### src/rtl/wb_arb_pkg.sv
// wb_arb_pkg: shared constants and one-hot FSM encoding for the Wishbone round-robin arbiter
package wb_arb_pkg;
   localparam int IDLE = 0;
   localparam int OWN = 1;
   localparam int ABORT = 2;
   localparam int SEL_W = 4;
   localparam int DEF_TIMEOUT = 255;
   typedef enum logic [2:0] {
      ST_IDLE = 3'(1 << IDLE),
      ST_OWN = 3'(1 << OWN),
      ST_ABORT = 3'(1 << ABORT)
   } state_t;
endpackage

### src/rtl/rr_pick.sv
// rr_pick: one-hot pick of the first requester at or after ptr, wrapping modulo N
module rr_pick #(
   parameter int N = 4,
   parameter int PW = 2
) (
   input logic [N-1:0] req,
   input logic [PW-1:0] ptr,
   output logic [N-1:0] grant,
   output logic found
);
   logic [N-1:0] rot, iso;
   always_comb begin
      rot = (req >> ptr) | (req << (N - int'(ptr)));
      iso = rot & (~rot + N'(1));
      grant = (iso << ptr) | (iso >> (N - int'(ptr)));
      found = |req;
   end
endmodule

### src/rtl/wb_rr_arbiter.sv
// wb_rr_arbiter: round-robin Wishbone arbiter, owner holds the bus while cyc is high, stalled strobes abort with err
module wb_rr_arbiter
   import wb_arb_pkg::*;
#(
   parameter int NUM_MASTERS = 4,
   parameter int ADR_W = 36,
   parameter int DAT_W = 32,
   parameter int TIMEOUT = DEF_TIMEOUT
) (
   input logic clk,
   input logic nrst,
   input logic [NUM_MASTERS*ADR_W-1:0] m_adr_i,
   input logic [NUM_MASTERS*DAT_W-1:0] m_dat_i,
   input logic [NUM_MASTERS*SEL_W-1:0] m_sel_i,
   input logic [NUM_MASTERS-1:0] m_we_i,
   input logic [NUM_MASTERS-1:0] m_stb_i,
   input logic [NUM_MASTERS-1:0] m_cyc_i,
   output logic [DAT_W-1:0] m_dat_o,
   output logic [NUM_MASTERS-1:0] m_ack_o,
   output logic [NUM_MASTERS-1:0] m_err_o,
   output logic [ADR_W-1:0] s_adr_o,
   output logic [DAT_W-1:0] s_dat_o,
   output logic [SEL_W-1:0] s_sel_o,
   output logic s_we_o,
   output logic s_stb_o,
   output logic s_cyc_o,
   input logic [DAT_W-1:0] s_dat_i,
   input logic s_ack_i,
   output logic [NUM_MASTERS-1:0] grant_o,
   output logic timeout_o
);
   localparam int PW = $clog2(NUM_MASTERS);
   state_t state;
   logic [PW-1:0] ptr, gidx, nxt_ptr;
   logic [7:0] wd;
   logic [NUM_MASTERS-1:0] pick;
   logic found, own, cyc_g, stb_g, we_g, stall;
   rr_pick #(.N(NUM_MASTERS), .PW(PW)) u_pick (
      .req(m_cyc_i),
      .ptr(ptr),
      .grant(pick),
      .found(found)
   );
   always_comb begin
      cyc_g = 1'b0;
      stb_g = 1'b0;
      we_g = 1'b0;
      s_adr_o = '0;
      s_dat_o = '0;
      s_sel_o = '0;
      gidx = '0;
      for (int k = 0; k < NUM_MASTERS; k++)
         if (grant_o[k]) begin
            cyc_g = m_cyc_i[k];
            stb_g = m_stb_i[k];
            we_g = m_we_i[k];
            s_adr_o = m_adr_i[k*ADR_W +: ADR_W];
            s_dat_o = m_dat_i[k*DAT_W +: DAT_W];
            s_sel_o = m_sel_i[k*SEL_W +: SEL_W];
            gidx = PW'(k);
         end
   end
   assign own = state == ST_OWN;
   assign s_cyc_o = own & cyc_g;
   assign s_stb_o = own & stb_g;
   assign s_we_o = own & we_g;
   assign stall = s_stb_o & ~s_ack_i;
   assign m_dat_o = s_dat_i;
   assign m_ack_o = (own && s_ack_i) ? grant_o : '0;
   assign m_err_o = (state == ST_ABORT) ? grant_o : '0;
   assign timeout_o = state == ST_ABORT;
   assign nxt_ptr = (gidx == PW'(NUM_MASTERS - 1)) ? '0 : gidx + PW'(1);
   // an ack on the last permitted stalled cycle wins because stall already excludes it
   always_ff @(posedge clk or negedge nrst)
      if (!nrst) begin
         state <= ST_IDLE;
         grant_o <= '0;
         ptr <= '0;
         wd <= '0;
      end else if (state == ST_IDLE) begin
         wd <= '0;
         if (found) begin
            grant_o <= pick;
            state <= ST_OWN;
         end
      end else if (state == ST_OWN) begin
         if (!cyc_g) begin
            grant_o <= '0;
            ptr <= nxt_ptr;
            wd <= '0;
            state <= ST_IDLE;
         end else if (stall && wd == 8'(TIMEOUT - 1)) begin
            wd <= '0;
            state <= ST_ABORT;
         end else
            wd <= stall ? wd + 8'd1 : '0;
      end else begin
         grant_o <= '0;
         ptr <= nxt_ptr;
         state <= ST_IDLE;
      end
endmodule

### config.mk
export PLATFORM = sky130hd
export DESIGN_NAME = wb_rr_arbiter
export DESIGN_NICKNAME = d
export VERILOG_FILES = /design/src/rtl/wb_arb_pkg.sv /design/src/rtl/rr_pick.sv /design/src/rtl/wb_rr_arbiter.sv
export SDC_FILE = /design/constraint.sdc
export NUM_CORES = 1
export LEC_CHECK = 0
export CORE_AREA = 2 2 176 178
export DETAILED_ROUTE_END_ITERATION = 10
export DIE_AREA = 0 0 178 180
export PLACE_DENSITY_LB_ADDON = 0.2
export SYNTH_ARGS = -nofsm -noshare
export SYNTH_HDL_FRONTEND = slang
export SYNTH_HIERARCHICAL = 1
export SYNTH_SLANG_ARGS = --single-unit
### constraint.sdc
create_clock -name clk -period 3.06 [get_ports clk]
set_clock_uncertainty 0.15 [all_clocks]
set_input_delay 0.306 -clock clk [delete_from_list [all_inputs] [get_ports clk]]
set_output_delay 0.306 -clock clk [all_outputs]
set_load 0.005 [all_outputs]
* Word-level counts from Yosys, hierarchy flattened
Index checks and enable logic that the tools add are counted.
** Operators by class
- Muxes and demuxes :: 46
- Bitwise gates (word level) :: 10
- Reduce and logical (&&, ||, !) cells :: 7
- Shift operators :: 4
- $add $sub $neg :: 4
- Eq/ne operators :: 9
** Operators with widths (number)
- 36-bit 2-to-1 mux :: 4
- 32-bit 2-to-1 mux :: 4
- 4-bit 2-to-1 mux :: 10
- 8-bit 2-to-1 mux :: 5
- 4-bit by 32-bit left shift with 4-bit output :: 1
- 4-bit by 32-bit right shift with 4-bit output :: 1
- 3-bit 2-to-1 mux :: 5
- 1-bit 2-to-1 mux :: 13
- 2-bit 2-to-1 mux :: 5
- 8-bit by 1-bit adder with 8-bit output, second input constant :: 1
- 8-bit == test, second input constant :: 1
- 4-bit OR :: 2
- 2-bit AND reduction :: 3
- 4-bit by 1-bit adder with 4-bit output, second input constant :: 1
- 1-bit AND :: 4
- 4-bit AND :: 1
- 2-bit inequality test, second input constant :: 2
- 4-bit by 2-bit inequality test with 1-bit output, second input constant :: 1
- 4-bit NOT :: 1
- 4-bit OR reduction :: 1
- 4-bit by 2-bit left shift with 4-bit output :: 1
- 4-bit by 2-bit right shift with 4-bit output :: 1
- 3-bit by 2-bit subtractor with 4-bit output, first input constant :: 1
- 3-bit by 1-bit == test with 1-bit output, second input constant :: 1
- 8 further kinds :: 10
** Storage, ports and cells
- Register bits after elaboration :: 17
- Input bits :: 335
- Logic and storage cells :: 84
- Output and inout bits :: 120

* Logic depth before layout (Yosys ltp)
Gate-level depths: netlist of run 1.
- Word-level depth :: 11
- Mapped depth :: 9
- Gate-level depth less buffers :: 7

* Cells and area by module
The synthesis of run 1 kept the hierarchy.
** By module, submodules not included
- wb_rr_arbiter :: sequential area each 426.7 um^2, cells each 552, instances 1, area each 3300.7 um^2
- rr_pick :: sequential area each 0.0 um^2, cells each 58, instances 1, area each 406.6 um^2

* Least setup slack after synthesis of run 1
No wires, ideal clock.
- Path type :: reg2reg
- Start point :: register ptr[0]
- End point :: register grant_o[1]
- Setup slack :: 0.824 ns
- Path buffers :: 2
- Data required time :: 2.843 ns
- Data arrival time :: 2.019 ns
- Cell stages (with the launch flop) :: 10
- Period minus slack after synthesis :: 2.236 ns
- Cell sequence :: dfrtp_1 > buf_6 > inv_1 > ha_1 > clkbuf_2 > or2_1 > a2111oi_1 > o21ai_0 > o2111ai_1 > a22o_1
** Between the ends
- Word-level cells in the longest chain between the ends :: 10
- Elaborated cells between the ends (all ways) :: 12
- Classes of those cells :: 2 x add/sub; 4 x shift; 2 x mux; 4 x bitwise
** RTL lines
- from (decl) :: RTL line wb_rr_arbiter.sv:34 : logic [PW-1:0] ptr, gidx, nxt_ptr;
- from (signal assigned) :: RTL line wb_rr_arbiter.sv:89 : ptr <= nxt_ptr;
- from (signal assigned) :: RTL line wb_rr_arbiter.sv:99 : ptr <= nxt_ptr;
- 3-bit by 2-bit subtractor with 4-bit output :: RTL line rr_pick.sv:13, rr_pick.sv:15
- 4-bit by 32-bit left shift with 4-bit output :: RTL line rr_pick.sv:13 : rot = (req >> ptr) | (req << (N - int'(ptr)));
- 4-bit OR :: RTL line rr_pick.sv:13
- 4-bit NOT :: RTL line rr_pick.sv:14 : iso = rot & (~rot + N'(1));
- 4-bit by 1-bit adder with 4-bit output :: RTL line rr_pick.sv:14
- 4-bit AND :: RTL line rr_pick.sv:14
- 4-bit by 32-bit right shift with 4-bit output / 4-bit by 2-bit left shift with 4-bit output (equally long branches) :: RTL line rr_pick.sv:15 : grant = (iso << ptr) | (iso >> (N - int'(ptr)));
- 4-bit OR * :: RTL line rr_pick.sv:15
- via pick[1] :: RTL line wb_rr_arbiter.sv:36 : logic [NUM_MASTERS-1:0] pick;
- 4-bit 2-to-1 mux * :: RTL line wb_rr_arbiter.sv:82 : if (found) begin
- 4-bit 2-to-1 mux * :: RTL line wb_rr_arbiter.sv:80 : end else if (state == ST_IDLE) begin
- to (signal assigned) :: RTL line wb_rr_arbiter.sv:83 : grant_o <= pick;
- to (decl) :: RTL line wb_rr_arbiter.sv:29 : output logic [NUM_MASTERS-1:0] grant_o,
The timed path passes the listed nets; every way through them passes the cells marked *. The select of a mux whose other input is x is not followed.
A chain may end at the register's enable or synchronous reset.

* Worst setup path in the final report of run 1
- Start point :: register grant_o[2]
- End point :: output port s_cyc_o
** Between the ends
- Word-level cells in the longest chain between the ends :: 3
** RTL lines
- 1-bit 2-to-1 mux (2 in series) :: RTL line wb_rr_arbiter.sv:53 : if (grant_o[k]) begin
- 1-bit AND :: RTL line wb_rr_arbiter.sv:64 : assign s_cyc_o = own & cyc_g;
- to (decl) :: RTL line wb_rr_arbiter.sv:26 : output logic s_cyc_o,
No other way between the ends.

==> results.md, run 1 <==
- Vias: 5,676
- HP Class: register to register
- Synth top area share: 14.4%
- Root Buffer: clkbuf_16
- Initial antenna violation count: 0
- IO Pins: 455
- Commonest non-fill, non-tap cell in the layout: clkdlybuf4s50_1
- Startpoint Class: register
- Post-CTS sizing: 0
- Post-synth EDFFs: 0
- Vias per cell: 4.26
- # rows: 64
- # Post-CTS Setup Buffers: 0
- Clock Sinks: 17
- Drt total wl: 22,300 microns
- Minimum clock period: 2.92 ns
- Fin crit share: 95.3%
- WL/cell: ~17 microns
- CTS tree: built
- Leakage: 2.83 nW
- Setup CP Type: register to primary output
- Critical path arrival: 2.46 ns
- Fraction of layout cells with a size suffix above 1: 5.02%
- Cells after Synth: 610
- DP HPWL: 18,100 microns
- Antenna Cells: 0
- Mapped Area: about 0.0037 sq mm
- First-pass GRT wire length: ~32,000 microns
- CP required: 2.60 ns
- Most Crowded Layer GR: met2
- Setup TNS: 0 ns
- Synth area leaders: a22oi_1 (14%), a21oi_1 (12%), o21ai_0 (11%), dfrtp_1 (11%), nor2_1 (8.4%)
- Ys async rst share: 100%
- Die ar.: 0.0320 sq mm
- CTS H-tree depth: 1
- Initial core utilization: 12.3%
- Layout Cells excl Fill: 1,333
- Layout Nets: ~1,300
- I/O Buffers: roughly 400
- Design Area, Final: 0.00796 sq mm
- Area growth, synth to finish: 115%
- RSZ-0062 raised after global routing: no
- Power per Cell Area: 631 mW/mm^2
- Clk Latency, worst-skew pair: between 0.2 and 0.3 ns
- Placed inst area: 0.00788 sq mm
- Yosys reg bits: 17
- Max-cap viol count: 0
- Fmax: 343 MHz
- Post-synthesis cell type count: 60
- DR iter-0 viols: 240
- Final setup vio count: 0
- Actual slew at the worst max-slew pin: 0.851 ns
- Vias in the first global route: 5,564
- Placer Congestion: 0.833
- Sequential area share after synthesis: 11.5%
- GR Util met1: 15.1%
- IR Drop Worst-Case VDD: 0.232 mV
- TritonRoute pass-1 iters: 6
- Critical path peak fanout: 18
- Multi-input gate area: 0.00274 sq mm
- Longest Clk Path Bufs: 2
- Reg clk slew, reported paths: 0.06 ns
- Final hold viol count: 0
- Core Box Area: ~0.03 sq mm
- Largest net degree at the start of global routing: 60
- Gr ovfl total: 0
- Die Height: ~180 microns
- Met2 usage: about a quarter
- Avg Synthesized Cell Area: between 6 and 7 sq um
- Slew HR: between 40% and 50%
- Fillers: roughly 3,400
- Largest area contributor in the netlist: a22oi_1
- Most frequent cells in the layout: clkdlybuf4s50_1 (390), a21oi_1 (86), nor2_1 (83), o21ai_0 (82), nand2_1 (80)
- Endpoint class of the critical path: primary output
- Seq. cell area: 438 sq um
- Hold-fix buffers, CTS: 0
- Final ANT Viol Nets: 0
- Max-slew violations: 0
- Outcome: complete, no violations
- Hold Path Depth: 1
- Synth Flop Type: dfrtp_1
- Gr usage total: 12.8%
- Yosys warns: 6
- Syn Nets: 949
- Die Wd: 178 microns
- Reg2Reg Depth: 7
- Dpl cells: ~1,300
- Met3 GRT Util: 2.52%
- DRC violations left: 0
- Worst hold margin: approximately 0.35 ns
- CTS Buf Count: 3
-- synth_stat cells, types with 2 or more instances --
cell and count:
clkbuf_1 42, nand3_1 7, nand4_1 2, buf_2 4, a22oi_1 71, nor2b_1 5
dfrtp_1 16, a221o_2 3, o22ai_1 2, nor3_1 2, a2bb2oi_1 2, a21o_2 2
nand2_1 80, nand3b_1 4, buf_6 3, nor3b_1 3, nand2b_1 2, and2_1 5
clkbuf_8 2, mux2_2 2, inv_1 10, ha_1 4, o41ai_1 2, a22o_1 5
o21ai_0 82, a21oi_1 86, and3_2 3, mux2i_1 4, buf_4 32, nor2_1 83
and3_1 5, buf_1 6, or3b_1 2
-- through the flow --
step	power, mW	setup slack, ns	utilization (%)
6_report	5.02	0.145	26.4
5_1_grt	5.53	0.00659	26.4
4_1_cts	5.14	0.0357	26.4
3_5_place_dp	4.83	0.260	26.1
3_3_place_gp	4.86	0.291	26.1
2_1_floorplan	2.35	0.824	-
-- kinds of logic (layout without fill, tap and decap cells) --
family / count (synthesis) / in the layout / share of synthesized area (%)
AOI/OAI and AO/OA: 268 / 268 / 44.4
adders and majority gates: 4 / 4 / 1.35
buffers and inverters: 100 / 427 / 14.7
DFF: 17 / 17 / 11.5
muxes: 6 / 6 / 1.69
and+or+nand+nor: 215 / 215 / 26.3
-- final timing paths --
| check | startpoint | endpoint | slack (ns) |
|---|---|---|---|
| worst max register to register | grant_o[2] | wd[3] | 0.63 |
| max in group asynchronous | nrst | grant_o[3] | 1.75 |
| worst max-delay path | grant_o[2] | s_cyc_o | 0.14 |
| worst min-delay path | wd[7] | wd[7] | 0.35 |
| worst min register to register | wd[7] | wd[7] | 0.35 |
| min in group asynchronous | nrst | ptr[1] | 0.39 |
-- critical path, stage by stage, from the launching register on --
cell             delay, ns
dfrtp_4               0.59
nor4bb_1              0.49
a2111oi_4             0.14
nor2_1                0.40
clkdlybuf4s50_1       0.60
-- cell type report --
cell class / count / area share, %
timing repair buffer: 413 / 52.3
clock buffer: 3 / 0.943
inverter: 10 / 0.472
clock inverter: 1 / 0.0629
sequential: 17 / 5.50
multi-input combinational: 493 / 34.5
tap: 396 / 6.23
-- routing by layer --
| metal | routed length [microns] | vias up |
|---|---|---|
| li1 | - | 2835 |
| met1 | 8820 | 2525 |
| met2 | 11100 | 297 |
| met3 | 2030 | 19 |
| met4 | 311 | 0 |
| met5 | 0 | - |
-- where the power goes --
part | internal [mW] | switching (mW)
sequential | 0.284 | 0.104
clock | 0.175 | 0.0998
combinational | 2.32 | 2.04
total | 2.78 | 2.24
-- state kept, by name, indices dropped and copies added (netlist names) --
signal	count
ptr	2
state	3
grant_o	4
wd	8
Note: power is estimated with default switching activity, not from simulation.
==> run 2: changes to the inputs <==
Settings changed: CTS_CLUSTER_SIZE set to 24, SLEW_MARGIN set to 20.
==> results of run 2 <==
Final layout, timing and power as in run 1 (identical DEF).
==> variant: new RTL, settings of run 1 <==
Change the package constant `SEL_W` from 4 to 3.
--- a/src/rtl/wb_arb_pkg.sv
+++ b/src/rtl/wb_arb_pkg.sv
@@ -5,3 +5,3 @@
    localparam int ABORT = 2;
-   localparam int SEL_W = 4;
+   localparam int SEL_W = 3;
    localparam int DEF_TIMEOUT = 255;
Ports: changed (resized m_sel_i and s_sel_o); port bits go from 455 to 450. No check against the original RTL was run, so the function may have changed too.
==> variant against run 1 <==
- sequential share of layout area is essentially flat
- fmax grew 1.5%
- total power grew 1.4%
- count of clock-buffer cells in the layout grew 1
- global-route usage grew 0.79 points
- largest cell class unchanged
- critical endpoint is now s_dat_o[0]
- worst setup slack gained 43 ps
- final area shrank 0.77%
- sequential cell count is the same
- register-to-register slack gained 100 ps
- wire length grew 2.9%
- area after synthesis shrank 0.10%
- hold slack gained 34 ps
==> variant: results (changes against run 1) <==
* Peak VDD IR at 0.245 mV (was 0.232 mV)
* Gate count after technology mapping at 613 (was 610)
* Worst Path Max Fanout at 12 (was 18)
* Antenna violations before repair at 1 (was 0)
* Placed inst area at 7810 µm² (was 7880 µm²)
* TritonCTS buffer count at 3 (unchanged)
* Synth top area cells: a22oi_1 (14%), a21oi_1 (11%), o21ai_0 (11%), dfrtp_1 (11%), nand2_1 (8.5%) (was a22oi_1 (14%), a21oi_1 (12%), o21ai_0 (11%), dfrtp_1 (11%), nor2_1 (8.4%))
* Max H-tree Level at 1 (unchanged)
* Reg area at 435 µm² (was 438 µm²)
* Worst r2r path cells at 7 (unchanged)
* Pleak at 0.00280 µW (was 0.00283 µW)
* Critical Path Max Stage Delay at 520 ps (was 600 ps)
* Min-delay worst type: primary input to async pin (was flip-flop to flip-flop)
* Post-CTS Setup Bufs at 0 (unchanged)
* Gr usage total at 0.136 (was 0.128)
* Final HPWL DP at 18.8 mm (was 18.1 mm)
* Clk buf depth at 2 (unchanged)
* Commonest cells in the netlist: a21oi_1 (85), nand2_1 (84), nor2_1 (84), o21ai_0 (83), a22oi_1 (70) (was a21oi_1 (86), nor2_1 (83), o21ai_0 (82), nand2_1 (80), a22oi_1 (71))
* Post-synthesis async set-or-reset flop share at 1.00 (unchanged)
* MaxCap Viol Count at 0 (unchanged)
* Critical Path AT at 2420 ps (was 2460 ps)
* Sequential-to-total area share from yosys stat at 0.115 (about the same)
* Share of cells above drive strength 1 at 0.0480 (was 0.0502)
* End of the worst register-to-register path: grant_o[1]$_DFFE_PN0P_ (was wd[3]$_DFFE_PN0P_)
* Synth unique cells at 59 (was 60)
* Net Count, Synth at 948 (was 949)
* DR vias at 5526 (was 5676)
* Reg2reg start: ptr[1]$_DFFE_PN0P_ (was grant_o[2]$_DFFE_PN0P_)
* Crit path max-delay cell type: clkdlybuf4s50_1 (unchanged)
* Routed vias/inst at 4.14 (was 4.26)
* Setup WS pre-CTS at 352 ps (was 260 ps)
* Largest net degree at the start of global routing at 71 (was 60)
* First-pass GRT wire length at 34.0 mm (was 32.3 mm)
* Slew headroom at 0.443 (was 0.431)
* DRT iter0 DRCs at 319 (was 240)
* Final nets at 1273 (was 1277)
* CP top delay family: buffers and inverters (was simple AND/OR/NAND/NOR gates)
* Syn. warnings at 6 (unchanged)
* Detailed-router iteration count before antenna repair at 4 (was 6)
* Clock transition at path regs at roughly 50 ps
* R2r setup slk at 730 ps (was 630 ps)
* Row count at 64 (unchanged)
* Routed wire length at 22.9 mm (was 22.3 mm)
* Fillers at 3349 (was 3396)
* Routability cong. at 0.827 (was 0.833)
* Resized cells post-CTS at 0 (unchanged)
* Status: finished clean (unchanged)
* Largest regs: wd x8, grant_o x4, state x3 (unchanged)
* IO buf count at 385 (was 390)
* Post-synth top flop: dfrtp_1 (unchanged)
-- variant: changes by cell type after synthesis, sizes merged, moves of 2 or more --
cell	run 1	this run
a221o	3	0
o21ai	83	85
nand2	80	84
and3	8	6
a21o	2	4
buf	45	50
nor3	2	8
clkbuf	45	39
o31ai	0	2
nor2	83	85
o41ai	2	0
-- variant: power breakdown --
group / leakage (µW) / total (µW) / internal (µW) / switching [µW]
Sequential: 0.000221 / 425 / 283 / 142
Clock: 0.0000382 / 269 / 177 / 92.3
Combinational: 0.00254 / 4400 / 2360 / 2040
-- variant: routing by layer --
metal,vias up,global-route usage,routed length [µm]
li1,2821,-,-
met1,2478,0.161,8980
met5,-,0,0
met2,209,0.257,12300
met3,18,0.0245,1440
met4,0,0.0177,219
-- variant: through the flow --
| step | hold slack (ps) | power, µW |
|---|---|---|
| floorplan | -140 | 2470 |
| global placement | 391 | 4900 |
| detailed placement | 400 | 4870 |
| CTS | 401 | 5160 |
| global route | 428 | 5570 |
| finish | 384 | 5090 |
-- variant: worst max-delay path by stage --
| stage | from | end | slack, ps | cells past startpoint |
|---|---|---|---|---|
| floorplan | ptr[0]$_DFFE_PN0P_ | grant_o[1]$_DFFE_PN0P_ | 820 | 9 |
| global placement | m_cyc_i[0] | s_cyc_o | 390 | 6 |
| detailed placement | grant_o[1]$_DFFE_PN0P_ | s_sel_o[0] | 350 | 7 |
| CTS | grant_o[1]$_DFFE_PN0P_ | s_sel_o[0] | 90 | 7 |
| global route | grant_o[1]$_DFFE_PN0P_ | s_sel_o[0] | 3 | 7 |
| finish | grant_o[1]$_DFFE_PN0P_ | s_dat_o[0] | 190 | 7 |
-- variant: worst reg2reg max path, stage by stage, from the launching register on --
cell and delay (ps):
dfrtp_1 370, inv_1 130, ha_1 330, nor2_1 350
a2bb2oi_1 130, o21ai_0 280, o2111ai_1 200, a22o_1 270
-- variant: kinds of logic (layout without fill, tap and decap cells) --
logic type,after synthesis,count (layout),synth area share
compound gates,268,268,0.440
buf+inv,99,423,0.148
mux,5,5,0.0139
flops,17,17,0.115
simple gates,220,220,0.269
other cells,0,1,0
fa+ha+maj,4,4,0.0135
-- variant: area by class of cell --
cell class | instances | share of cell area
timing repair buffer | 409 | 0.521
inverter | 10 | 0.00475
sequential | 17 | 0.0551
clock buffer | 4 | 0.00998
antenna | 1 | 0.000317
multi-input combinational | 497 | 0.346
tap | 396 | 0.0627
